[config.mk]
export PLATFORM = sky130hd
export DESIGN_NAME = pc_fetch
export DESIGN_NICKNAME = d
export VERILOG_FILES = /design/src/rtl/fetch_pkg.sv /design/src/rtl/pc_reg.sv /design/src/rtl/pc_fetch.sv
export SDC_FILE = /design/constraint.sdc
export NUM_CORES = 1
export LEC_CHECK = 0
export CORE_ASPECT_RATIO = 1.1
export CORE_MARGIN = 5
export CORE_UTILIZATION = 29
export CTS_BUF_LIST = sky130_fd_sc_hd__clkbuf_8
export CTS_CLUSTER_DIAMETER = 30
export DETAILED_ROUTE_END_ITERATION = 8
export GPL_TIMING_DRIVEN = 0
export HOLD_SLACK_MARGIN = 0.12
export SYNTH_ARGS = -nofsm -noshare
export SYNTH_HDL_FRONTEND = slang
export SYNTH_HIERARCHICAL = 1
export SYNTH_SLANG_ARGS = --single-unit
[constraint.sdc]
create_clock -name clk -period 3.38 [get_ports clk]
set_input_delay 0.338 -clock clk [delete_from_list [all_inputs] [get_ports clk]]
set_output_delay 0.338 -clock clk [all_outputs]
set_load 0.01 [all_outputs]
[src/rtl/fetch_pkg.sv]
// -----------------------------------------------------------------------------
// fetch_pkg
// Shared definitions for the instruction-fetch stage:
//   fetch_state_e     - FSM states of pc_fetch
//   PC_STEP           - byte distance between sequential instruction words
//   DEFAULT_RESET_PC  - PC loaded on reset unless overridden by the top
// -----------------------------------------------------------------------------
package fetch_pkg;

    typedef enum logic [1:0] {
        FETCH = 2'd0,   // request outstanding for pc
        HOLD  = 2'd1,   // instruction held for downstream, no request
        FLUSH = 2'd2    // abandoned request still draining from memory
    } fetch_state_e;

    localparam int unsigned PC_STEP          = 4;
    localparam logic [31:0] DEFAULT_RESET_PC = 32'h0000_0080;

endpackage

[src/rtl/pc_reg.sv]
// -----------------------------------------------------------------------------
// pc_reg
// WIDTH-bit register with synchronous active-high reset to RST_VAL and a load
// enable. Used for the program counter and the held pc/instruction pair.
// Ports:
//   clk  - clock, rising edge
//   rst  - synchronous reset, active-high
//   en   - load enable
//   d    - value loaded when en=1
//   q    - registered value
// -----------------------------------------------------------------------------
module pc_reg #(
    parameter int unsigned      WIDTH   = 32,
    parameter logic [WIDTH-1:0] RST_VAL = '0
) (
    input  logic             clk,
    input  logic             rst,
    input  logic             en,
    input  logic [WIDTH-1:0] d,
    output logic [WIDTH-1:0] q
);

    logic [WIDTH-1:0] data_q;
    logic [WIDTH-1:0] data_d;

    always_comb begin
        data_d = data_q;
        if (en) begin
            data_d = d;
        end
    end

    always_ff @(posedge clk) begin
        if (rst) begin
            data_q <= RST_VAL;
        end else begin
            data_q <= data_d;
        end
    end

    assign q = data_q;

endmodule

[src/rtl/pc_fetch.sv]
// -----------------------------------------------------------------------------
// pc_fetch
// Instruction-fetch stage. Owns the program counter, issues one word-aligned
// read at a time to instruction memory over req/ack, and holds the returned
// instruction with its pc until downstream accepts it. Redirects take priority
// over sequential fetch and discard any in-flight or held work.
// Ports:
//   clk, rst              - clock and synchronous active-high reset
//   imem_req/imem_addr    - read request and address to instruction memory
//   imem_ack/imem_rdata   - memory response (rdata valid when ack=1)
//   out_valid/out_ready   - handshake to the downstream stage
//   out_pc/out_ins        - held instruction address and word
//   redirect/redirect_pc  - branch/jump target load (low two bits dropped)
// -----------------------------------------------------------------------------
module pc_fetch
    import fetch_pkg::*;
#(
    parameter int unsigned      WIDTH    = 32,
    parameter logic [WIDTH-1:0] RESET_PC = WIDTH'(DEFAULT_RESET_PC)
) (
    input  logic             clk,
    input  logic             rst,
    output logic             imem_req,
    output logic [WIDTH-1:0] imem_addr,
    input  logic             imem_ack,
    input  logic [WIDTH-1:0] imem_rdata,
    output logic             out_valid,
    input  logic             out_ready,
    output logic [WIDTH-1:0] out_pc,
    output logic [WIDTH-1:0] out_ins,
    input  logic             redirect,
    input  logic [WIDTH-1:0] redirect_pc
);

    fetch_state_e     state_q, state_d;
    logic [WIDTH-1:0] pc_q;
    logic [WIDTH-1:0] pc_d;
    logic             pc_en;
    logic             cap_en;
    logic [WIDTH-1:0] flush_addr_q, flush_addr_d;
    logic [WIDTH-1:0] redirect_tgt;
    logic [WIDTH-1:0] pc_next_seq;

    assign redirect_tgt = {redirect_pc[WIDTH-1:2], 2'b00};
    assign pc_next_seq  = pc_q + WIDTH'(PC_STEP);

    pc_reg #(.WIDTH(WIDTH), .RST_VAL(RESET_PC)) u_pc (
        .clk (clk),
        .rst (rst),
        .en  (pc_en),
        .d   (pc_d),
        .q   (pc_q)
    );

    pc_reg #(.WIDTH(WIDTH), .RST_VAL('0)) u_out_pc (
        .clk (clk),
        .rst (rst),
        .en  (cap_en),
        .d   (pc_q),
        .q   (out_pc)
    );

    pc_reg #(.WIDTH(WIDTH), .RST_VAL('0)) u_out_ins (
        .clk (clk),
        .rst (rst),
        .en  (cap_en),
        .d   (imem_rdata),
        .q   (out_ins)
    );

    always_comb begin
        state_d      = state_q;
        pc_d         = pc_q;
        pc_en        = 1'b0;
        cap_en       = 1'b0;
        flush_addr_d = flush_addr_q;
        case (state_q)
            FETCH: begin
                if (redirect) begin
                    pc_d  = redirect_tgt;
                    pc_en = 1'b1;
                    // Without an ack the request must still complete at its
                    // original address, so remember it and drain in FLUSH.
                    if (!imem_ack) begin
                        flush_addr_d = pc_q;
                        state_d      = FLUSH;
                    end
                end else if (imem_ack) begin
                    cap_en  = 1'b1;
                    pc_d    = pc_next_seq;
                    pc_en   = 1'b1;
                    state_d = HOLD;
                end
            end
            HOLD: begin
                // A redirect drops the held word even if out_ready is high.
                if (redirect) begin
                    pc_d    = redirect_tgt;
                    pc_en   = 1'b1;
                    state_d = FETCH;
                end else if (out_ready) begin
                    state_d = FETCH;
                end
            end
            FLUSH: begin
                if (redirect) begin
                    pc_d  = redirect_tgt;
                    pc_en = 1'b1;
                end
                if (imem_ack) begin
                    state_d = FETCH;
                end
            end
            default: begin
                state_d = FETCH;
            end
        endcase
    end

    always_ff @(posedge clk) begin
        if (rst) begin
            state_q <= FETCH;
        end else begin
            state_q <= state_d;
        end
    end

    // In-flight address only matters while in FLUSH; not reset.
    always_ff @(posedge clk) begin
        flush_addr_q <= flush_addr_d;
    end

    // The request is suppressed while reset is held so an outstanding
    // access is abandoned immediately.
    assign imem_req  = !rst && ((state_q == FETCH) || (state_q == FLUSH));
    assign imem_addr = (state_q == FLUSH) ? flush_addr_q : pc_q;
    assign out_valid = (state_q == HOLD);

endmodule

==> flow_metrics.tcl <==
set metrics [dict create \
    grtUsageTotal 0.157 \
    io_buffers 164 \
    area_growth_pct 36.9 \
    grt_pass1_vias 5395 \
    htreeDepth 4 \
    ys_seq_area_frac 0.443 \
    dp_hpwl_mm 14.7 \
    clk_latency_ns 0.46 \
    drive_gt1_frac 0.117 \
    wl_mm 20.5 \
    cts_hold_buf 0 \
    cp_max_fo 10 \
    crit_type "flop to output port" \
    fin_nets 914 \
    synth_edf_count 32 \
    synth_top_area_share 0.297 \
    drv_cap 0 \
    min_period_ns 3.07 \
    rows 58 \
    finalSetupViolCount 0 \
    rsz0062_at_grt "false" \
    drt_iter0_drc 545 \
    dp_slack_ns -0.179 \
    synth-seq-cells 130 \
    firstDrtPassIters 5 \
    postCtsSetupRepairBufs 0 \
    arrival_ns 2.73 \
    route.detailed.drc 0 \
    grt_max_degree 33 \
    timing.hold.ws_ns 0.494 \
    syn_nets 731 \
    cts_root_buffer "clkbuf_8" \
    fillers 2302 \
    yosys.area.top_type "dfxtp_1" \
    setup_ws_ns 0.315 \
    worst-r2r-setup-slack_ns 0.60 \
    antenna_found_initial 0 \
    dr_total_vias 5666 \
    start_util 0.292 \
    power_density_nw_per_um2 469 \
    ys.flop_type "dfxtp_1" \
    detail-route-antenna-nets 0 \
    endpoint_kind "output port" \
    gr-total-overflow 0 \
    min_path_type "flop to flop" \
    postSynth.asyncResetShare 0 \
    synth_area_leaders "dfxtp_1 (30%), mux2i_1 (16%), edfxtp_1 (15%)" \
    worst_pin_slew_ns 1.08 \
    cp.required_ns 3.04 \
    period_share 0.907 \
    r2r-start "u_pc/q[3]$_SDFFE_PP0P_" \
    worstReg2RegEnd "u_pc/q[17]$_SDFFE_PP0P_" \
    syn_area_sq_um 6600 \
    mostFrequentLayoutCell "clkdlybuf4s50_1" \
    maxSlewHeadroom 0.277 \
    worstSetupStartpointType "flop" \
    globalplace.congestion 0.830 \
    hold_viol_final 0 \
    fp.dieH_um 168 \
    syn_area_per_cell_sq_um 10.0 \
    clock-sinks 130 \
    vdd_drop_max_mv 0.215 \
    diodes 0 \
    path_clk_slew_ns 0.08 \
    die_w_um 154 \
    status "finished clean" \
    cts_tree "yes" \
    ios 167 \
    coreArea_sq_um 22600 \
    grt_pass1_wl_mm 32.1 \
    vias_per_cell 4.91 \
    endpoint "imem_req" \
    yosys_warnings 6 \
    final_cell_mix "clkdlybuf4s50_1 (164), nor2_1 (114), mux2i_1 (105)" \
    max_freq_mhz 326 \
    worst_clock_skew_ns 0.0183 \
    numCtsBuffers 17 \
    clockBufferDepth 2 \
    crit_start "state_q[0]$_SDFFE_PP0P_" \
    worstRegToRegCells 7 \
    yosys.cell_types.count 57 \
    p_leak_nw 3.41 \
    postSynthCellCount 657 \
    wl_per_cell_um 17.8 \
    drv_slew 0 \
    die_area_sq_um 25900 \
]
==> flip-flops by register name, indices dropped and copies added, names as in the netlist <==
register,flops
flush_addr_q,32
state_q,2
u_out_ins/q,32
u_out_pc/q,32
u_pc/q,32
==> metrics by stage <==
stage / std cells / TNS, ns / cell area (sq um) / utilization / power (mW)
floorplan: 657 / 0 / 6600 / - / 2.41
detailed placement: 1121 / -5.63 / 8620 / 0.381 / 2.86
finish: 1153 / 0 / 9040 / 0.399 / 4.24
global placement: 1121 / -24.44 / 8620 / 0.381 / 2.86
global route: 1153 / 0 / 9040 / 0.399 / 4.46
CTS: 1153 / 0 / 9040 / 0.399 / 4.29
==> final cells by class <==
cell class              count  area, sq um  share of cell area
well taps                 300          375              0.0415
plain buffers              49          400              0.0443
clock inverters            15          183              0.0202
repair buffers            164         1640               0.182
inverters                  14         52.6             0.00581
flip-flops and latches    130         2920               0.323
clock buffers              17          234              0.0259
multi-input cells         464         3230               0.357
==> worst max-delay path, stage by stage, from the launching register on <==
cell and delay [ns]:
dfxtp_1 0.36, inv_1 0.09, ha_1 0.20, buf_2 0.28, clkbuf_1 0.50, nor2_1 0.16
nor2_1 0.11, clkdlybuf4s50_1 0.58
==> layer usage <==
layer	wire length (um)	track usage
met3	1310	0.0419
met2	9530	0.248
met4	260	0.0422
met1	9400	0.213
met5	0	0
==> how the worst min path moves through the flow <==
| stage | startpoint | to | slack [ns] | cells after the start |
|---|---|---|---|---|
| floorplan | rst | state_q[0]$_SDFFE_PP0P_ | 0.41 | 1 |
| global placement | u_out_ins/q[13]$_SDFFE_PP0P_ | u_out_ins/q[13]$_SDFFE_PP0P_ | 0.47 | 2 |
| detailed placement | u_out_ins/q[29]$_SDFFE_PP0P_ | u_out_ins/q[29]$_SDFFE_PP0P_ | 0.48 | 2 |
| CTS | imem_rdata[9] | u_out_ins/q[9]$_SDFFE_PP0P_ | 0.46 | 3 |
| global route | imem_rdata[0] | u_out_ins/q[0]$_SDFFE_PP0P_ | 0.48 | 3 |
| finish | u_out_ins/q[14]$_SDFFE_PP0P_ | u_out_ins/q[14]$_SDFFE_PP0P_ | 0.49 | 2 |
==> logic make-up after synthesis <==
kind of cell    share of synthesized area
flops                               0.443
fa+ha+maj                         0.00948
compound gates                      0.122
xor+xnor                          0.00265
buf+inv                            0.0684
simple gates                        0.136
mux                                 0.219
==> power by group <==
group          total, mW  switching (mW)  internal, mW
Clock               1.41           0.678         0.737
Combinational       1.01           0.485         0.524
Sequential          1.81           0.111          1.70
==> synthesized netlist by cell type (5+ instances only) <==
cell type    n
nand3_1      8
edfxtp_1    32
mux2i_1    105
a21oi_1     16
nand2_1     23
inv_1       14
nor2_1     114
ha_1         5
nand4_1      6
and3_1       8
dfxtp_1     98
a22oi_1     21
a31oi_1     13
buf_6        6
o21ai_0     43
mux2_2      35
clkbuf_1    22
nand2b_1     5
buf_12       9
==> what timing repair did <==
action,4_1_cts,5_1_grt
setup endpoints to repair,6,0
resized for setup,1,0
endpoints found under the hold margin,0,0
Power figures use the tool's default switching activity.
